## src/rtl/uart_tx_param.sv

```systemverilog
// Parametrised UART transmitter: start bit, DATA_BITS data bits LSB first,
// optional parity bit, then 1 or 2 stop bits. The internal baud counter sets
// the bit timing, upstream uses a valid/ready handshake, and tx_done pulses
// once at the end of each frame.
module uart_tx_param #(
    parameter int unsigned CLKS_PER_BIT = 868,
    parameter int unsigned DATA_BITS    = 8,
    parameter int unsigned PARITY_EN    = 0,
    parameter int unsigned PARITY_ODD   = 0,
    parameter int unsigned STOP_BITS    = 1
) (
    input  logic                 clk,
    input  logic                 rst,
    input  logic                 tx_valid,
    input  logic [DATA_BITS-1:0] tx_data,
    output logic                 tx_ready,
    output logic                 txd,
    output logic                 tx_busy,
    output logic                 tx_done
);

    localparam int unsigned     BaudW    = (CLKS_PER_BIT > 1) ? $clog2(CLKS_PER_BIT) : 1;
    localparam logic [BaudW-1:0] BaudLast = BaudW'(CLKS_PER_BIT - 1);
    localparam logic [3:0]       DataLast = 4'(DATA_BITS - 1);
    localparam logic [3:0]       StopLast = 4'(STOP_BITS - 1);

    typedef enum logic [2:0] {StIdle, StStart, StData, StParity, StStop} state_e;

    state_e                 state_q, state_d;
    logic [BaudW-1:0]       baud_q, baud_d;
    logic [3:0]             bit_q, bit_d;
    logic [DATA_BITS-1:0]   shift_q, shift_d;
    logic                   parity_q, parity_d;
    logic                   txd_q, txd_d;
    logic                   done_c;
    logic                   baud_end;
    logic                   accept;

    assign baud_end = (baud_q == BaudLast);
    assign accept   = tx_valid && tx_ready;

    // Next-state logic; bit_q counts data bits in StData and stop bits in StStop.
    always_comb begin
        state_d  = state_q;
        baud_d   = baud_q;
        bit_d    = bit_q;
        shift_d  = shift_q;
        parity_d = parity_q;
        done_c   = 1'b0;
        unique case (state_q)
            StIdle: begin
                if (accept) begin
                    shift_d  = tx_data;
                    // Parity fixed at acceptance from the unshifted word.
                    parity_d = (^tx_data) ^ (PARITY_ODD != 0);
                    baud_d   = '0;
                    bit_d    = '0;
                    state_d  = StStart;
                end
            end
            StStart: begin
                if (baud_end) begin
                    baud_d  = '0;
                    bit_d   = '0;
                    state_d = StData;
                end else begin
                    baud_d = baud_q + 1'b1;
                end
            end
            StData: begin
                if (baud_end) begin
                    baud_d  = '0;
                    shift_d = shift_q >> 1;
                    if (bit_q == DataLast) begin
                        bit_d   = '0;
                        state_d = (PARITY_EN != 0) ? StParity : StStop;
                    end else begin
                        bit_d = bit_q + 4'd1;
                    end
                end else begin
                    baud_d = baud_q + 1'b1;
                end
            end
            StParity: begin
                if (baud_end) begin
                    baud_d  = '0;
                    bit_d   = '0;
                    state_d = StStop;
                end else begin
                    baud_d = baud_q + 1'b1;
                end
            end
            StStop: begin
                if (baud_end) begin
                    baud_d = '0;
                    if (bit_q == StopLast) begin
                        bit_d   = '0;
                        done_c  = 1'b1;
                        state_d = StIdle;
                    end else begin
                        bit_d = bit_q + 4'd1;
                    end
                end else begin
                    baud_d = baud_q + 1'b1;
                end
            end
            default: state_d = StIdle;
        endcase
    end

    // Line level is derived from the next state so txd changes with the state register.
    always_comb begin
        txd_d = 1'b1;
        unique case (state_d)
            StStart:  txd_d = 1'b0;
            StData:   txd_d = shift_d[0];
            StParity: txd_d = parity_d;
            default:  txd_d = 1'b1;
        endcase
    end

    // State and datapath registers with synchronous reset.
    always_ff @(posedge clk) begin
        if (rst) begin
            state_q  <= StIdle;
            baud_q   <= '0;
            bit_q    <= '0;
            shift_q  <= '0;
            parity_q <= 1'b0;
            txd_q    <= 1'b1;
        end else begin
            state_q  <= state_d;
            baud_q   <= baud_d;
            bit_q    <= bit_d;
            shift_q  <= shift_d;
            parity_q <= parity_d;
            txd_q    <= txd_d;
        end
    end

    // Ready and done are masked by rst so neither asserts while reset is held.
    assign txd      = txd_q;
    assign tx_busy  = (state_q != StIdle);
    assign tx_ready = (state_q == StIdle) && !rst;
    assign tx_done  = done_c && !rst;

endmodule

```

## config.mk

```make
export PLATFORM = sky130hd
export DESIGN_NAME = uart_tx_param
export DESIGN_NICKNAME = d
export VERILOG_FILES = /design/src/rtl/uart_tx_param.sv
export SDC_FILE = /design/constraint.sdc
export NUM_CORES = 1
export LEC_CHECK = 0
export CORE_MARGIN = 2
export CORE_UTILIZATION = 35
export CTS_CLUSTER_SIZE = 8
export DETAILED_ROUTE_END_ITERATION = 12
export GPL_TIMING_DRIVEN = 0
export HOLD_SLACK_MARGIN = 0.02
export PLACE_DENSITY = 0.52
export SYNTH_ARGS = -nofsm -noshare
export SYNTH_HDL_FRONTEND = slang
export SYNTH_SLANG_ARGS = --single-unit
export TNS_END_PERCENT = 20
```

## constraint.sdc

```tcl
create_clock -name clk -period 2 [get_ports clk]
set_input_delay 0.4 -clock clk [delete_from_list [all_inputs] [get_ports clk]]
set_output_delay 0.4 -clock clk [all_outputs]
set_load 0.1 [all_outputs]
```

Word level (Yosys, flattened, before mapping)
Index checks and enable logic that the tools add are counted.
Widths: inputs -> output; s select.
- bits of input ports: 11
- logic and storage cells: 65
- output and inout port bits: 4
- register bits after elaboration: 27
- reductions and logical operators: 16
- $add $sub $neg: 2
- muxes and demuxes: 27
- equality and inequality tests: 13
- operators with widths (operator ; count):
    $mux 4 ; 6
    $mux 3 ; 7
    $mux 10 ; 2
    $pmux 10 s2 ; 1
    $mux 8 ; 2
    $pmux 4 s4 ; 1
    $pmux 8 s2 ; 1
    $pmux 3 s5 ; 1
    $eq 3x2->1 const B ; 4
    $add 10x1->10 const B ; 1
    $eq 10x10->1 const B ; 1
    $reduce_xor 8->1 ; 1
    $eq 3x1->1 const B ; 2
    $ne 2x2->1 const B ; 3
    $mux 1 ; 5
    $reduce_and 5->1 ; 1
    $add 4x1->4 const B ; 1
    $eq 4x3->1 const B ; 1
    $logic_not 4->1 ; 1
    $reduce_bool 2->1 ; 2
    $reduce_bool 4->1 ; 1
    $reduce_or 4->1 ; 1
    $eq 3x3->1 const B ; 1
    $logic_and 1x1->1 ; 3
    other kinds (8) ; 8

Logic depth before layout (Yosys ltp)
- depth after elaboration: 7
- depth in mapped cells: 8
- depth with buffers taken out: 7

Worst setup path after synthesis
No wires, ideal clock.
- path type: register to output
- from: register bit_q[0]
- to: output tx_done
- arrival time: 3820 ps
- required time: 1600 ps
- slack: -2220 ps
- cell stages (with the launch flop): 5
- buffers on the path: 0
- path through: dfxtp_1 -> inv_1 -> ha_1 -> or3b_2 -> nor4_1
- cells in the longest elaborated chain, start to end: 5
- RTL lines (item ; line ; text):
    from (decl) ; 31 ; logic [3:0] bit_q, bit_d;
    from (signal assigned) ; 134 ; bit_q <= bit_d;
    $logic_not 4->1 ; 96 ; if (bit_q == StopLast) begin
    $mux 1 ; 96 ;
    $mux 1 ; 94 ; if (baud_end) begin
    $mux 1 ; 50 ; unique case (state_q)
    $logic_and 1x1->1 ; 145 ; assign tx_done = done_c && !rst;
    to (decl) ; 19 ; output logic tx_done
Every way passes these cells.

Worst setup path in the final report
Same ends and word-level chain as after synthesis.

==> results.yml <==
cts:
  path_clk_slew_ns: 0.10
  cts_hold_buf: 0
  cts.sinks: 27
  clk_path_buf_depth: 2
  cts-root-buf: "clkbuf_8"
  numCtsBuffers: 3
  tritoncts: "done"
  cts_max_level: 1
  clk_latency_ns: 0.28
pwr:
  power_per_cell_area_mw_per_mm2: 573
  peakVddDrop_uv: 279
  p_leak_nw: 0.642
logic_synthesis:
  yosysMostFrequentCell: "dfxtp_1"
  synth_edf_count: 0
  ys_seq_elements: 27
  ys_seq_area_frac: 0.338
  netlist_area_mm2: 0.00160
  ys_warn_count: 0
  synthArstFlopShare: 0
  synth_common_cells: "27 x dfxtp_1, 20 x nor2_1, 14 x nand2_1, 14 x xnor2_1, 13 x a21oi_1"
  synth_ff_type: "dfxtp_1"
  synth_area_leaders: "dfxtp_1 34%, xnor2_1 7.7%, nor2_1 4.7%"
  synth_nets: 200
  synthCells: 186
  ys_types: 52
  synth.avg_cell_area_um2: 8.61
  synth_top_cell_by_area: "dfxtp_1"
  synthDominantCellAreaShare: 0.338
run_status:
  violations: "negative setup slack"
  outcome: "complete, but fails checks"
timing:
  relSlewSlack: 0.368
  fin_crit_sh: 1.08
  period_needed_ns: 2.15
  finClkSkew_ns: 0.00674
  maxSlewViolCount: 0
  hold_viol: 0
  fmax_ghz: 0.465
  tns_ns: -0.152
  max_slew.worst_pin.slew_ns: 0.953
  fin_ws_ns: -0.152
  fin_hold_ws_ns: 0.459
  rsz0062_at_grt: "yes"
  setup_violations: 1
route:
  drt_iter0_markers: 31
  drt-total-wl_um: 3690
  drtAntennaViolNets: 0
  vias: 1461
  wl_per_cell_um: 14.3
  detail_route.first_pass.iterations: 5
  drt_drc_violations_left: 0
  vias_per_cell: 5.66
floorplanning:
  fp.dieArea_mm2: 0.00513
  initial_utilization: 0.365
  ios: 15
  die_h_um: 71.6
  rows: 24
  design.core.area_mm2: 0.00438
  chipWidth_um: 71.6
grt:
  grt_max_degree: 17
  grt.total_usage: 0.148
  first_global_vias: 1332
  gr-total-overflow: 0
  antenna_found_initial: 0
  grt_first_pass_wirelength_um: 6220
placed_design:
  dpl.cell_count: 252
  pre_cts_slack_ns: -1.34
  gp_congestion: 0.779
  dpl.hpwl_um: 2690
  numPortBuffers: 14
critical_path:
  worstPathArrival_ns: 1.75
  startpoint_type: "flop"
  end_kind: "output port"
  critPathKind: "flop to output port"
  cp_max_fo: 4
  required_ns: 1.60
cells_and_area:
  diodes: 0
  utilization: 0.450
  fin_cells: 258
  finalNetCount: 221
  syn_to_final_growth_pct: 23.3
  drive_gt1_frac: 0.233
min_path:
  hold_path.class: "flop to flop"
flow_run:
  max_cap_viol_count: 0
registers in the layout, summed over array words and instances (netlist names):
signal,count
baud_q,10
shift_q,8
bit_q,4
state_q,3
parity_q,1
txd,1
worst max-delay path, stage by stage (launching register included):
cell and delay, ns:
dfxtp_4 0.37, inv_4 0.06, ha_4 0.12, or3b_4 0.39, nor4_4 0.28, buf_6 0.26
layout by cell type (no fill, tap or decap), drive strengths merged, types with 3 or more instances in the layout:
cell type,Yosys,routed
nor4,9,9
a211oi,3,3
o21ai,5,5
clkdlybuf4s50,0,10
nand3,3,3
xnor2,14,14
a22oi,7,7
buf,7,13
nand2,14,14
inv,9,9
nand4,6,6
nor2,22,22
nor4b,3,3
a31o,3,3
dfxtp,27,27
clkbuf,2,4
nor2b,5,5
nand2b,3,3
a21oi,13,13
nor3,3,3
ha,3,3
what timing repair did:
item / 4_1_cts / 5_1_grt
pin swaps: 2 / 2
endpoints found under the setup margin: 6 / 9
buffers inserted: 1 / 1
gates cloned: 0 / 0
gates resized for setup: 28 / 11
metal layers:
layer  global-route usage  vias to the layer above  share of wire
met2                0.225                       34           0.45
li1                     -                      718              -
met4               0.0335                        0         0.0068
met3               0.0169                        4          0.036
met5                    0                        -              0
met1                0.223                      705           0.50
report_power, final:
part / internal [W] / switching, W / total [W]
registers: 0.000556 / 0.0000147 / 0.000571
clock network: 0.000142 / 0.000177 / 0.000319
logic: 0.0000991 / 0.000142 / 0.000241
total: 0.000797 / 0.000334 / 0.00113
metrics by stage:
step | instance area, um^2 | power [W]
CTS | 1920 | 0.00113
global route | 1970 | 0.00119
detailed placement | 1850 | 0.000811
finish | 1970 | 0.00113
floorplan | 1640 | 0.000745
global placement | 1850 | 0.000810
cells by family (layout without fill, tap and decap cells):
logic type | count (synthesis) | after routing | share of synthesized area
AO/OA/AOI/OAI | 41 | 41 | 0.180
XOR/XNOR | 14 | 14 | 0.0766
adder cells (fa/ha/maj) | 3 | 3 | 0.0234
buffers and inverters | 18 | 38 | 0.0602
flip-flops | 27 | 27 | 0.338
AND/OR/NAND/NOR | 83 | 83 | 0.323
cell type report:
| type | instances | area, um^2 |
|---|---|---|
| sequential | 27 | 548 |
| clock inverter | 1 | 7.51 |
| tap | 52 | 65.1 |
| fill | 425 | 2410 |
| inverter | 9 | 36.3 |
| timing repair buffer | 16 | 160 |
| buffer | 9 | 70.1 |
| multi-input combinational | 141 | 1050 |
| clock buffer | 3 | 41.3 |
final timing paths:
check	start	to	slack (ns)	cells after the start
worst min register to register	shift_q[4]	shift_q[4]	0.46	2
worst min-delay path	shift_q[4]	shift_q[4]	0.46	2
worst max-delay path	bit_q[0]	tx_done	-0.15	5
worst max register to register	state_q[1]	txd	0.02	6
Note: power is estimated with default switching activity, not from simulation.
